$ cat config.mk
export PLATFORM = sky130hd
export DESIGN_NAME = scan_sequencer_2to4_flat
export DESIGN_NICKNAME = d
export VERILOG_FILES = /design/src/rtl/scan_sequencer_2to4_if.sv /design/src/rtl/scan_sequencer_2to4.sv /design/src/flat_wrapper.sv
export SDC_FILE = /design/constraint.sdc
export NUM_CORES = 1
export LEC_CHECK = 0
export BUFFER_PORTS_ARGS = -buffer_cell sky130_fd_sc_hd__buf_2
export CORE_MARGIN = 2
export CORE_UTILIZATION = 40
export DETAILED_ROUTE_END_ITERATION = 16
export SLEW_MARGIN = 0
export SYNTH_ARGS = -nofsm -noshare
export SYNTH_HDL_FRONTEND = slang
export SYNTH_SLANG_ARGS = --single-unit
$ cat constraint.sdc
create_clock -name clk -period 6.9 [get_ports clk]
set_input_delay 1.38 -clock clk [delete_from_list [all_inputs] [get_ports clk]]
set_output_delay 1.38 -clock clk [all_outputs]
set_load 0.005 [all_outputs]
$ cat src/rtl/scan_sequencer_2to4_if.sv
// Control/status bundle between a scan host and scan_sequencer_2to4.
// The host drives the sweep request side; the sequencer drives the decoder-facing outputs.
interface scan_sequencer_2to4_if #(
    parameter int DWELL_W = 8
);
    logic               start;
    logic               stop;
    logic               cont;
    logic [3:0]         chan_mask;
    logic [DWELL_W-1:0] dwell;
    logic               en;
    logic               a;
    logic               b;
    logic               busy;
    logic               done;

    modport master (
        output start, stop, cont, chan_mask, dwell,
        input  en, a, b, busy, done
    );

    modport slave (
        input  start, stop, cont, chan_mask, dwell,
        output en, a, b, busy, done
    );
endinterface

$ cat src/rtl/scan_sequencer_2to4.sv
// Channel scan sequencer feeding the en/a/b inputs of a 2-to-4 decoder.
// Define SCAN_SEQUENCER_CONTINUOUS_EN to let a captured cont=1 wrap the sweep until stop.
//
// state  | meaning
// IDLE   | waiting for start; captures mask/dwell/cont when it arrives
// ACTIVE | en high, {b,a} = current channel, dwell counter running
// DONE   | one-cycle done pulse, then back to IDLE
module scan_sequencer_2to4 #(
    parameter int DWELL_W = 8
) (
    input logic                 clk,
    input logic                 rst_n,
    scan_sequencer_2to4_if.slave bus
);
    typedef enum logic [1:0] {
        ST_IDLE   = 2'd0,
        ST_ACTIVE = 2'd1,
        ST_DONE   = 2'd2
    } state_t;

`ifdef SCAN_SEQUENCER_CONTINUOUS_EN
    localparam logic CONT_ALLOWED = 1'b1;
`else
    localparam logic CONT_ALLOWED = 1'b0;
`endif

    state_t             state, state_nxt;
    logic [1:0]         ch, ch_nxt;
    logic [DWELL_W-1:0] cnt, cnt_nxt;
    logic [3:0]         mask_q, mask_nxt;
    logic [DWELL_W-1:0] dwell_q, dwell_nxt;
    logic               cont_q, cont_nxt;
    logic               cont_in;
    logic [2:0]         higher;
    logic               en_d, busy_d, done_d;
    logic [1:0]         sel_d;
    logic               en_q, busy_q, done_q;
    logic [1:0]         sel_q;

    assign cont_in = bus.cont & CONT_ALLOWED;

    function automatic logic [1:0] lowest_ch(input logic [3:0] m);
        logic [1:0] r;
        r = 2'd0;
        for (int i = 3; i >= 0; i--) begin
            if (m[i]) r = 2'(i);
        end
        return r;
    endfunction

    // {found, channel} of the nearest enabled channel above cur
    function automatic logic [2:0] next_ch(input logic [3:0] m, input logic [1:0] cur);
        logic [2:0] r;
        r = 3'b000;
        for (int i = 3; i >= 0; i--) begin
            if (m[i] && (i > int'(cur))) r = {1'b1, 2'(i)};
        end
        return r;
    endfunction

    always_ff @(posedge clk) begin
        if (!rst_n) begin
            state   <= ST_IDLE;
            ch      <= 2'd0;
            cnt     <= '0;
            mask_q  <= 4'd0;
            dwell_q <= '0;
            cont_q  <= 1'b0;
            en_q    <= 1'b0;
            sel_q   <= 2'd0;
            busy_q  <= 1'b0;
            done_q  <= 1'b0;
        end else begin
            state   <= state_nxt;
            ch      <= ch_nxt;
            cnt     <= cnt_nxt;
            mask_q  <= mask_nxt;
            dwell_q <= dwell_nxt;
            cont_q  <= cont_nxt;
            en_q    <= en_d;
            sel_q   <= sel_d;
            busy_q  <= busy_d;
            done_q  <= done_d;
        end
    end

    always_comb begin
        state_nxt = state;
        ch_nxt    = ch;
        cnt_nxt   = cnt;
        mask_nxt  = mask_q;
        dwell_nxt = dwell_q;
        cont_nxt  = cont_q;
        higher    = 3'b000;
        case (state)
            ST_IDLE: begin
                if (bus.start) begin
                    mask_nxt  = bus.chan_mask;
                    dwell_nxt = bus.dwell;
                    cont_nxt  = cont_in;
                    if (|bus.chan_mask) begin
                        ch_nxt    = lowest_ch(bus.chan_mask);
                        cnt_nxt   = bus.dwell;
                        state_nxt = ST_ACTIVE;
                    end else begin
                        state_nxt = ST_DONE;
                    end
                end
            end
            ST_ACTIVE: begin
                if (bus.stop) begin
                    state_nxt = ST_DONE;
                end else if (cnt == '0) begin
                    higher = next_ch(mask_q, ch);
                    if (higher[2]) begin
                        ch_nxt  = higher[1:0];
                        cnt_nxt = dwell_q;
                    end else if (cont_q) begin
                        ch_nxt  = lowest_ch(mask_q);
                        cnt_nxt = dwell_q;
                    end else begin
                        state_nxt = ST_DONE;
                    end
                end else begin
                    cnt_nxt = cnt - DWELL_W'(1);
                end
            end
            ST_DONE: state_nxt = ST_IDLE;
            default: state_nxt = ST_IDLE;
        endcase
    end

    // Outputs are decoded from the next state so they come straight off flops
    always_comb begin
        en_d   = (state_nxt == ST_ACTIVE);
        busy_d = (state_nxt == ST_ACTIVE);
        done_d = (state_nxt == ST_DONE);
        sel_d  = (state_nxt == ST_ACTIVE) ? ch_nxt : 2'd0;
    end

    assign bus.en   = en_q;
    assign bus.a    = sel_q[0];
    assign bus.b    = sel_q[1];
    assign bus.busy = busy_q;
    assign bus.done = done_q;
endmodule
$ cat src/flat_wrapper.sv
// flat-port wrapper written by rule: the top's interface ports become plain ports
module scan_sequencer_2to4_flat 
#(
    parameter int DWELL_W = 8
)
  (clk, rst_n, bus_start, bus_stop, bus_cont, bus_chan_mask, bus_dwell, bus_en, bus_a, bus_b, bus_busy, bus_done);
  scan_sequencer_2to4_if #(.DWELL_W(DWELL_W)) bus_i ();
  input logic clk;
  input logic rst_n;
  input wire logic [$bits(bus_i.start)-1:0] bus_start;
  input wire logic [$bits(bus_i.stop)-1:0] bus_stop;
  input wire logic [$bits(bus_i.cont)-1:0] bus_cont;
  input wire logic [$bits(bus_i.chan_mask)-1:0] bus_chan_mask;
  input wire logic [$bits(bus_i.dwell)-1:0] bus_dwell;
  output wire logic [$bits(bus_i.en)-1:0] bus_en;
  output wire logic [$bits(bus_i.a)-1:0] bus_a;
  output wire logic [$bits(bus_i.b)-1:0] bus_b;
  output wire logic [$bits(bus_i.busy)-1:0] bus_busy;
  output wire logic [$bits(bus_i.done)-1:0] bus_done;
  assign bus_i.start = bus_start;
  assign bus_i.stop = bus_stop;
  assign bus_i.cont = bus_cont;
  assign bus_i.chan_mask = bus_chan_mask;
  assign bus_i.dwell = bus_dwell;
  assign bus_en = bus_i.en;
  assign bus_a = bus_i.a;
  assign bus_b = bus_i.b;
  assign bus_busy = bus_i.busy;
  assign bus_done = bus_i.done;
  scan_sequencer_2to4 #(.DWELL_W(DWELL_W)) u_core (.clk(clk), .rst_n(rst_n), .bus(bus_i));
endmodule
==> summary.md <==
| Metric | Value |
|---|---|
| Outcome | completed |
| Yosys warning count | 0 |
| Router iterations before antenna repair | 4 |
| Post-route ant nets | 0 |
| Via count | 1,256 |
| Clock power share | 0.192 |
| Placed Area | 1480 um2 |
| Reg area | 541 um2 |
| Synth Net Count | 182 |
| Final Hold Fails | 0 |
| Dpl hpwl | 2350 um |
| Sequential element share of the synthesized area | 0.395 |
| I/O pin total | 22 |
| Synth Cell Area | 1370 um2 |
| Clock-pin slew of the registers on the worst-case setup and hold paths | 0.14 ns |
| Switching share of power | 0.348 |
| Slew headroom | 0.516 |
| Port bufs | 20 |
| Reg2Reg Depth | 7 |
| Setup Buffers After CTS | 0 |
| Placed cells | 223 |
| #FFs+latches synth | 27 |
| CTS Hold Bufs | 0 |
| Sw power | 0.130 mW |
| RSZ-0062 raised after global routing | false |
| First-pass GRT wire length | 5530 um |
| EDFF count, synth | 0 |
| DIE WIDTH | 62.5 um |
| GRT busiest layer | met2 |
| Post-CTS Resized | 0 |
| Critical R2R Capture | u_core.cnt[7] |
| Part of the power in registers | 0.506 |
| GR Layer Usage met2 | 0.304 |
| Clock skew | 0.00570 ns |
| Routed len/inst | 14.9 um |
| WP data required | 7.14 ns |
| Logic gate share of total power | 0.302 |
| RD Place Congestion | 0.859 |
| Std cell rows | 21 |
| Final antenna diode count | 0 |
| DRT Wirelength | 3370 um |
| Final worst slack | 4.16 ns |
| Nets@finish | 200 |
| Setup TNS | 0 ns |
| Clock Tree Buf Depth | 2 |
| Netlist cell types | 45 |
| Multi-input gate area in the final layout | 752 um2 |
| Root buffer cell | clkbuf_4 |
| Grt total ovfl | 0 |
| Measured slew at the worst slew-check pin | 0.724 ns |
| Final Max Slew Viols | 0 |
| Pint | 0.243 mW |
| Post-Layout Cell Count | 227 |
| Drc violations | 0 |
| Maximum clock rate | 0.365 GHz |
| Area contributors post-synth | dfxtp_1 (39%), nand2_1 (9.3%), a21oi_1 (5.5%), nor2_1 (3.6%), mux2i_1 (2.9%) |
| CP endpoint | u_core.cnt[7] |
| Static Leak | 0.613 nW |
| Place WS | 3.84 ns |
| Initial core utilization | 0.414 |
| VDD IR max | 101 uV |
| Synth-to-Final Area Change | 9.95% |
| CP endpoint kind | flop |
| Fraction of synthesized cell area taken by the top area cell type | 0.395 |
| Fill cells | 357 |
| Crit path kind | input pin to flop |
| Crit Path Max Fanout | 9 |
| Htree depth | 1 |
| Async set or reset register ratio after synthesis | 0 |
| 1st-iter DRT viols | 28 |
| Cells after Synth | 164 |
| Share of layout cells above drive strength 1 | 0.199 |
| Met3 Use GR | 0.0306 |
| Syn Area/Cell | 8.35 um2 |
| Most frequent cell after synthesis | nand2_1 |
| CTS tree | built |
| Worst-Skew Late Latency | 0.33 ns |
| Pwr/cell area | 247 nW/um2 |
| Initial antenna violation count | 0 |
| Tot GR Track Use | 0.177 |
| CTS Sinks | 27 |
| TritonCTS Buffers | 3 |
| Die H | 62.5 um |
| Vias in the first global route | 1,173 |
| Ys flop type | dfxtp_1 |
| Setup Viol. Count Final | 0 |
| Arrival @ worst endpoint | 2.98 ns |
| Final worst-path cycle share | 0.397 |
| Post-route cell area | 1510 um2 |
| Pin count of the biggest net entering global routing | 17 |
| Max-cap violations | 0 |
| Crit path from | bus_chan_mask[1] |
| Post-layout util | 0.455 |
| Hold Slack | 0.463 ns |
| Total Power | 0.372 mW |
| R2r setup slk | 4.23 ns |
| Area leader, netlist | dfxtp_1 |
| Via density | 5.53 |
| HP Class | flop to flop |
| Final Critical Period | 2.74 ns |
| Origin of the critical flop-to-flop path | u_core.cnt[0] |
| Core area | 3310 um2 |
| Met1 Usage GRT | 0.221 |
| Die area | 3910 um2 |
| Most frequent cells after synthesis | nand2_1 (34), dfxtp_1 (27), a21oi_1 (15) |
| CP Launch Type | input pin |
-- registers in the layout (all words and copies together) (netlist names) --
signal and count:
u_core.bus.done 1, u_core.bus.en 1, u_core.ch 2, u_core.cnt 8, u_core.dwell_q 8, u_core.mask_q 3, u_core.sel_q 2, u_core.state 2
-- power groups by stage --
| stage | clock (mW) | combinational, mW | sequential, mW |
|---|---|---|---|
| 2_1_floorplan | 0 | 0.0899 | 0.187 |
| 3_3_place_gp | 0 | 0.109 | 0.190 |
| 3_5_place_dp | 0 | 0.112 | 0.192 |
| 4_1_cts | 0.0736 | 0.113 | 0.188 |
| 5_1_grt | 0.0819 | 0.125 | 0.190 |
| 6_report | 0.0714 | 0.113 | 0.188 |
-- layer usage --
metal  vias to the layer above  routed length [um]  part of all wire
met5                         -                   0                 0
met4                         0                  42             0.012
met3                         5                 118             0.035
met2                        20                1580              0.47
met1                       605                1630              0.48
li1                        626                   -                 -
-- cells by family after synthesis --
logic type | after synthesis | share of synthesized area
muxes | 4 | 0.0292
DFF | 27 | 0.395
AOI/OAI and AO/OA | 49 | 0.258
and+or+nand+nor | 67 | 0.239
adders and majority gates | 1 | 0.00913
buffers and inverters | 14 | 0.0566
xor gates and xnor gates | 2 | 0.0128
-- worst min-delay path by stage --
stage,to,cells past startpoint,start
final,u_core.dwell_q[2],2,u_core.dwell_q[2]
after global routing,u_core.dwell_q[0],2,u_core.dwell_q[0]
after CTS,u_core.dwell_q[2],2,u_core.dwell_q[2]
after detailed placement,u_core.dwell_q[2],2,u_core.dwell_q[2]
after global placement,u_core.mask_q[1],2,u_core.mask_q[1]
after floorplan,u_core.mask_q[1],2,u_core.mask_q[1]
-- layout make-up --
| class | instances | share of cell area |
|---|---|---|
| repair buffers | 21 | 0.0714 |
| flip-flops and latches | 27 | 0.359 |
| multi-input cells | 123 | 0.499 |
| clock buffers | 4 | 0.0174 |
| inverters | 6 | 0.0150 |
| well taps | 46 | 0.0382 |
-- layout by cell type (no fill, tap or decap), drive strengths merged, types with 3 or more instances in the layout --
master and count:
a211oi 3, a21oi 15, a31oi 3, buf 21, clkbuf 4, dfxtp 27
inv 6, mux2i 4, nand2 34, nor2 13, nor4 3, o211ai 5
o21ai 7, o31ai 4
-- worst max-delay path: stages --
cell and delay [ns]:
buf_2 0.12, nor4_1 0.46, nor2_1 0.20, or2_0 0.46
o221a_2 0.35
(Power assumes the default switching activity.)
